### src/rtl/short_mac_pkg.sv
// Shared types and constants for the short-pair multiply-accumulate engine.
package short_mac_pkg;

   typedef enum logic [1:0] {
      IDLE,
      ISSUE,
      DRAIN,
      DONE
   } state_t;

   localparam int SHORT_W = 16;
   localparam int PROD_W  = 32;

   // Each 32-bit slice of a RAM word carries one (a, b) short pair.
   function automatic int lanes(input int dataWidth);
      return dataWidth / 32;
   endfunction

endpackage

### src/rtl/short_mac_lane.sv
// One registered signed 16x16 multiplier lane; maps onto a single DSP block.
module short_mac_lane
   import short_mac_pkg::*;
(
   input  logic                      clk,
   input  logic                      reset,
   input  logic                      i_en,
   input  logic signed [SHORT_W-1:0] i_a,
   input  logic signed [SHORT_W-1:0] i_b,
   output logic signed [PROD_W-1:0]  o_prod
);

   logic signed [PROD_W-1:0] r_prod;

   always_ff @(posedge clk) begin
      if (reset) begin
         r_prod <= '0;
      end else if (i_en) begin
         r_prod <= PROD_W'(i_a) * PROD_W'(i_b);
      end
   end

   assign o_prod = r_prod;

endmodule

### src/rtl/short_mac_engine.sv
// Streams N words from RAM, multiplies each short pair in parallel lanes and accumulates a signed total.
// Define SHORT_MAC_SATURATE_EN for saturating accumulation with a sticky overflow flag; otherwise it wraps.
module short_mac_engine
   import short_mac_pkg::*;
#(
   parameter int DATA_WIDTH   = 64,
   parameter int ADDR_WIDTH   = 2,
   parameter int ACC_WIDTH    = 40,
   parameter int READ_LATENCY = 1
) (
   input  logic                        clk,
   input  logic                        reset,
   input  logic                        start,
   input  logic [ADDR_WIDTH:0]         word_count,
   output logic [ADDR_WIDTH-1:0]       ram_addr,
   input  logic [DATA_WIDTH-1:0]       ram_q,
   output logic                        busy,
   output logic                        done,
   output logic signed [ACC_WIDTH-1:0] result,
   output logic                        overflow
);

   localparam int LANES = lanes(DATA_WIDTH);
   localparam int VLD_D = READ_LATENCY + 2;
   localparam logic [ADDR_WIDTH:0] MAX_WORDS = {1'b1, {ADDR_WIDTH{1'b0}}};

   state_t                       r_state;
   logic [ADDR_WIDTH:0]          r_count;
   logic [ADDR_WIDTH-1:0]        r_addr;
   logic [VLD_D-1:0]             r_vld;
   logic                         r_busy;
   logic                         r_done;
   logic signed [ACC_WIDTH-1:0]  r_acc;

   logic [ADDR_WIDTH:0]          w_countClamped;
   logic                         w_lastAddr;
   logic                         w_issue;
   logic                         w_pipeEmpty;
   logic signed [PROD_W-1:0]     w_prod [LANES];
   logic signed [ACC_WIDTH-1:0]  w_laneSum;
   logic signed [ACC_WIDTH-1:0]  w_accNext;

   assign w_countClamped = (word_count > MAX_WORDS) ? MAX_WORDS : word_count;
   assign w_lastAddr     = ({1'b0, r_addr} == (r_count - (ADDR_WIDTH+1)'(1)));
   assign w_issue        = (r_state == ISSUE);
   // The final stage marks the accumulator as updated, so it does not hold the drain open.
   assign w_pipeEmpty    = ~|r_vld[READ_LATENCY:0];

   for (genvar k = 0; k < LANES; k++) begin : g_lane
      short_mac_lane u_lane (
         .clk    (clk),
         .reset  (reset),
         .i_en   (r_vld[READ_LATENCY-1]),
         .i_a    (ram_q[32*k +: SHORT_W]),
         .i_b    (ram_q[32*k+SHORT_W +: SHORT_W]),
         .o_prod (w_prod[k])
      );
   end

   always_comb begin
      w_laneSum = '0;
      for (int k = 0; k < LANES; k++) begin
         w_laneSum = w_laneSum + ACC_WIDTH'(w_prod[k]);
      end
   end

`ifdef SHORT_MAC_SATURATE_EN
   logic                        r_ovf;
   logic signed [ACC_WIDTH:0]   w_sumExt;
   logic                        w_addOvf;

   assign w_sumExt = (ACC_WIDTH+1)'(r_acc) + (ACC_WIDTH+1)'(w_laneSum);
   assign w_addOvf = w_sumExt[ACC_WIDTH] ^ w_sumExt[ACC_WIDTH-1];

   always_comb begin
      w_accNext = w_sumExt[ACC_WIDTH-1:0];
      if (w_addOvf) begin
         w_accNext = w_sumExt[ACC_WIDTH] ? {1'b1, {(ACC_WIDTH-1){1'b0}}}
                                         : {1'b0, {(ACC_WIDTH-1){1'b1}}};
      end
   end

   always_ff @(posedge clk) begin
      if (reset) begin
         r_ovf <= 1'b0;
      end else if (r_state == IDLE && start) begin
         r_ovf <= 1'b0;
      end else if (r_vld[READ_LATENCY] && w_addOvf) begin
         r_ovf <= 1'b1;
      end
   end

   assign overflow = r_ovf;
`else
   assign w_accNext = r_acc + w_laneSum;
   assign overflow  = 1'b0;
`endif

   always_ff @(posedge clk) begin
      if (reset) begin
         r_state <= IDLE;
         r_count <= '0;
         r_addr  <= '0;
         r_vld   <= '0;
         r_busy  <= 1'b0;
         r_done  <= 1'b0;
         r_acc   <= '0;
      end else begin
         r_vld  <= {r_vld[VLD_D-2:0], w_issue};
         r_done <= 1'b0;
         if (r_vld[READ_LATENCY]) begin
            r_acc <= w_accNext;
         end
         case (r_state)
            IDLE: begin
               if (start) begin
                  r_count <= w_countClamped;
                  r_acc   <= '0;
                  if (w_countClamped == '0) begin
                     r_state <= DONE;
                     r_done  <= 1'b1;
                  end else begin
                     r_state <= ISSUE;
                     r_busy  <= 1'b1;
                     r_addr  <= '0;
                  end
               end
            end
            ISSUE: begin
               if (w_lastAddr) begin
                  r_state <= DRAIN;
               end else begin
                  r_addr <= r_addr + 1'b1;
               end
            end
            DRAIN: begin
               if (w_pipeEmpty) begin
                  r_state <= DONE;
                  r_done  <= 1'b1;
                  r_busy  <= 1'b0;
               end
            end
            DONE: begin
               r_state <= IDLE;
            end
            default: begin
               r_state <= IDLE;
            end
         endcase
      end
   end

   assign ram_addr = r_addr;
   assign busy     = r_busy;
   assign done     = r_done;
   assign result   = r_acc;

endmodule
### config.mk
export PLATFORM = sky130hd
export DESIGN_NAME = short_mac_engine
export DESIGN_NICKNAME = d
export VERILOG_FILES = /design/src/rtl/short_mac_pkg.sv /design/src/rtl/short_mac_lane.sv /design/src/rtl/short_mac_engine.sv
export SDC_FILE = /design/constraint.sdc
export NUM_CORES = 2
export LEC_CHECK = 0
export CAP_MARGIN = 20
export CORE_MARGIN = 2
export CORE_UTILIZATION = 55
export DETAILED_ROUTE_END_ITERATION = 16
export PLACE_DENSITY_LB_ADDON = 0.3
export RECOVER_POWER = 100
export SLEW_MARGIN = 20
export SYNTH_ARGS = -nofsm -noshare
export SYNTH_HDL_FRONTEND = slang
export SYNTH_SLANG_ARGS = --single-unit
### constraint.sdc
create_clock -name clk -period 7.8 [get_ports clk]
set_input_delay 0.78 -clock clk [delete_from_list [all_inputs] [get_ports clk]]
set_output_delay 0.78 -clock clk [all_outputs]
set_load 0.005 [all_outputs]
==> impl_summary.md <==
Status
The flow ran to the end, but the final reports show violations. The checks that failed: capacitance limit, slew limit.

STA
For this run, the top clock speed supported by timing is ~140 MHz. The clock arrives with 0.01412 ns of skew. Setup violations remaining at the end of the flow were counted as 0. The final clock period utilization by the worst path is 94.78%. The slew at the pin with the worst max-slew slack is 3.391 ns. The post-route minimum period is around 7.4 ns. The final-report hold violation count came to 0. The post-route setup TNS is 0 ns. The count of pins over their slew limit is between 100 and 150. Setup repair after global routing left no endpoint under its margin.

The worst-case headroom to the max-slew limit is -126.1%.

Setup path
Of all nets on the critical path, the largest fanout is 16. The number of buffers and inverters on the critical path is 6. The worst setup path is captured at a flop. Data on the critical path is required at its endpoint by 7.95 ns. The critical setup path kind is input pin to flop. The critical path's most frequent cell is sky130_fd_sc_hd__fa_1. The category of the worst setup path launch point is an input pin. The kind of cell with the highest combined delay along the critical path is adder cells. The slowest cell on the critical path is sky130_fd_sc_hd__dlygate4sd3_1.

On the worst path, the slowest cell contributes a delay of 0.74 ns. Walking the worst path, the cells encountered are dlygate4sd3_1 > and2_0 > fa_1 > inv_1 > fa_1 > fa_1 > inv_1 > fa_1 > fa_1 > inv_1 > fa_1 > inv_1 > ha_1 > a21oi_1 > o21ai_4 > a21oi_1 > o41ai_1 > clkbuf_1 > a41oi_1 > o31ai_2 > o41ai_1 > xnor2_1 > mux2i_1 > nor2_1. Data on the critical path arrives at its endpoint at 7.55 ns.

GRT
The initial antenna violation count is 0. Global routing consumed, on the met3 layer, 2.565% of the routing resources. Entering global routing, the biggest net connects 78 pins. met2 is the most crowded layer.

For this run, global-route usage on met2 was measured as 47.05%. The residual overflow from global routing is 0. The met1 track utilization from global routing is 35.99%. The via count of the first global-routing pass came to approximately 21000. The global routing usage summed across all routing layers is 26.81%. The global-route wire length before repair is 107.5 mm.

Yosys
The number of enable flip-flop cells after synthesis is 0. Ranked by total cell area, the synthesized netlist is headed by sky130_fd_sc_hd__fa_1, sky130_fd_sc_hd__ha_1, sky130_fd_sc_hd__dfxtp_1. After synthesis, the mean cell area works out to roughly 9.2 µm². The dominant register cell in the synthesized netlist is sky130_fd_sc_hd__dfxtp_1. The gate count after technology mapping is roughly 2900. The top-area cell type share of the netlist area is 42.90%.

After synthesis, the share of flip-flops with an asynchronous set or reset is 0%. Counting flops and latches in the post-synthesis netlist gives 115. The sequential cell area fraction in the yosys report is 8.748%. Yosys printed 0 warnings. The distinct cell type count of the synthesized netlist is 80. The net count after synthesis is approximately 3700. The most area-hungry cell type in the Yosys netlist is sky130_fd_sc_hd__fa_1. The post-synthesis instance area is 26320 µm².

Final layout
The area of all sequential standard cells is 2305 µm². In the layout the commonest cells are sky130_fd_sc_hd__inv_1, sky130_fd_sc_hd__fa_1, sky130_fd_sc_hd__nand2_1. The final net count is between 3000 and 4000.

From synthesis to final layout, the design area changed by 9.261%. In the final layout, the multi-input gates occupy around 21000 µm². The post-route netlist has 3.349% of its cells at a drive strength greater than 1. The fill cell total of the finished layout is approximately 4100.

The number of diodes is 0. The library cell used most frequently in the layout, excluding fill and tap cells, is sky130_fd_sc_hd__inv_1.

Clocking
The number of gates resized after CTS was 0. The hold-fix buffer count after cts is 0. After clock tree synthesis, the setup repair step added 0 buffers. For this design, the sink count on the clock tree is 115.

The count of H-tree levels built during CTS is 4. In this run the clock root is driven by a sky130_fd_sc_hd__clkbuf_16. Clock-pin slew was measured on the worst setup and hold paths at 0.05 ns.

TritonCTS created 17 clock buffers. The clock latency on the worst-skew pair is roughly 0.42 ns. TritonCTS built the clock tree. The longest clock path from root to sink contains 2 buffers.

Floorplan
The standard-cell row count is 80. The die outline area is 49620 µm². The total area inside the core boundary comes to between 40000 and 50000 µm². The number of top-level design ports is 115.

In this run the vertical extent of the chip is 222.7 µm. The starting density of the core is 55.47%. The die width is 222.7 µm.

Routing
The mean number of vias per cell is 5.419. Summed over all layers, the routed wires come to 62.59 mm. The iteration-0 DRC count of the detailed router is approximately 940. In the final routed layout, each cell accounts on average for 17.53 µm. The number of search-and-repair iterations in the first detailed-routing pass is 5. The number of remaining DRC errors is 0. Detailed routing inserted a total of roughly 19000 vias.

The remaining antenna violation count is 0.

Placement
Summed over all nets, the half-perimeter wirelength after detailed placement is 54.34 mm. The global placer's final weighted congestion is roughly 0.90. The number of buffer cells added on primary ports is about 110.

Flow run
The max capacitance violation total is 2.

Worst hold path
The min-delay analysis places its worst path in the category flop to flop.
-- cells in the mapped netlist (3+ instances only) --
library cell               instances
sky130_fd_sc_hd__nor2b_1           6
sky130_fd_sc_hd__o21ai_0          51
sky130_fd_sc_hd__mux2i_1          65
sky130_fd_sc_hd__o21a_1           11
sky130_fd_sc_hd__nor3_1           21
sky130_fd_sc_hd__a211o_1           6
sky130_fd_sc_hd__a21oi_2           3
sky130_fd_sc_hd__dfxtp_1         115
sky130_fd_sc_hd__nand3_1          19
sky130_fd_sc_hd__clkbuf_1         86
sky130_fd_sc_hd__or3_1            10
sky130_fd_sc_hd__o21bai_1         13
sky130_fd_sc_hd__nand4_1          10
sky130_fd_sc_hd__o21ai_2           3
sky130_fd_sc_hd__buf_1             6
sky130_fd_sc_hd__a211oi_1         17
sky130_fd_sc_hd__nor3b_1           6
sky130_fd_sc_hd__fa_1            564
sky130_fd_sc_hd__ha_1            206
sky130_fd_sc_hd__a21oi_1          81
sky130_fd_sc_hd__and2_1          245
sky130_fd_sc_hd__xor2_1           31
sky130_fd_sc_hd__nand2b_1         22
sky130_fd_sc_hd__a31oi_1           9
sky130_fd_sc_hd__nand3b_1          6
sky130_fd_sc_hd__nand2_1         296
sky130_fd_sc_hd__inv_1           593
sky130_fd_sc_hd__a21o_1           42
sky130_fd_sc_hd__o22ai_1           6
sky130_fd_sc_hd__xnor2_1          73
sky130_fd_sc_hd__nor2_1          158
sky130_fd_sc_hd__and3_1            9
-- state kept, by name, summed over array words and instances (netlist names) --
signal	count
r_state	2
r_count	3
ram_addr	2
g_lane.u_lane.o_prod	64
busy	1
r_vld	2
result	40
done	1
-- worst paths after layout --
path	startpoint	end	slack [ns]	cells after the start
worst max register to register	g_lane[1].u_lane.o_prod[1]	result[37]	3.91	13
worst max-delay path	ram_q[52]	g_lane[1].u_lane.o_prod[29]	0.41	24
worst min-delay path	r_count[2]	r_count[2]	0.48	2
worst min register to register	r_count[2]	r_count[2]	0.48	2
-- worst reg2reg max path: cells and delay by family (launching register included) --
| kind | cells | cell delay [ns] |
|---|---|---|
| AO/OA/AOI/OAI | 6 | 1.16 |
| adder cells (fa/ha/maj) | 3 | 1.22 |
| flip-flops | 1 | 0.50 |
| AND/OR/NAND/NOR | 4 | 0.89 |
-- cell type report --
class | count | share of cell area (%)
Timing Repair Buffer | 165 | 5.204
Multi-Input combinational cell | 2051 | 74.30
Sequential cell | 115 | 8.015
Clock buffer | 19 | 1.506
Clock inverter | 13 | 0.5570
Inverter | 593 | 7.741
Tap cell | 615 | 2.676
-- layer usage --
metal | part of all wire (%) | wire length, µm | up-vias
met1 | 42 | 26280 | 9776
met5 | 0 | 0 | -
li1 | - | - | 8904
met2 | 51 | 31920 | 573
met4 | 2.2 | 1366 | 0
met3 | 4.8 | 3019 | 97
-- per-stage QoR --
step	hold slack [ns]	utilization, %	instances	instance area, µm²	worst slack, ns
global route	0.5061	60.61	3571	28760	0.1608
finish	0.4803	60.61	3571	28760	0.4075
detailed placement	0.4737	59.47	3539	28210	0.2671
CTS	0.4812	60.72	3571	28810	0.7188
global placement	0.4612	59.47	3539	28210	0.3765
floorplan	0.4488	-	2855	26320	1.159
-- cell families after synthesis --
logic type                 Yosys count  synth area share [%]
AOI/OAI and AO/OA                  289                 7.455
xor gates and xnor gates           104                 3.461
adders and majority gates          770                 52.70
buffers and inverters              689                 9.946
DFF                                115                 8.748
muxes                               66                 2.515
other                                1               0.01425
and+or+nand+nor                    821                 15.17
Power is not shown: default switching activity piles up to over one toggle a cycle in this logic, so the estimate is an artifact.
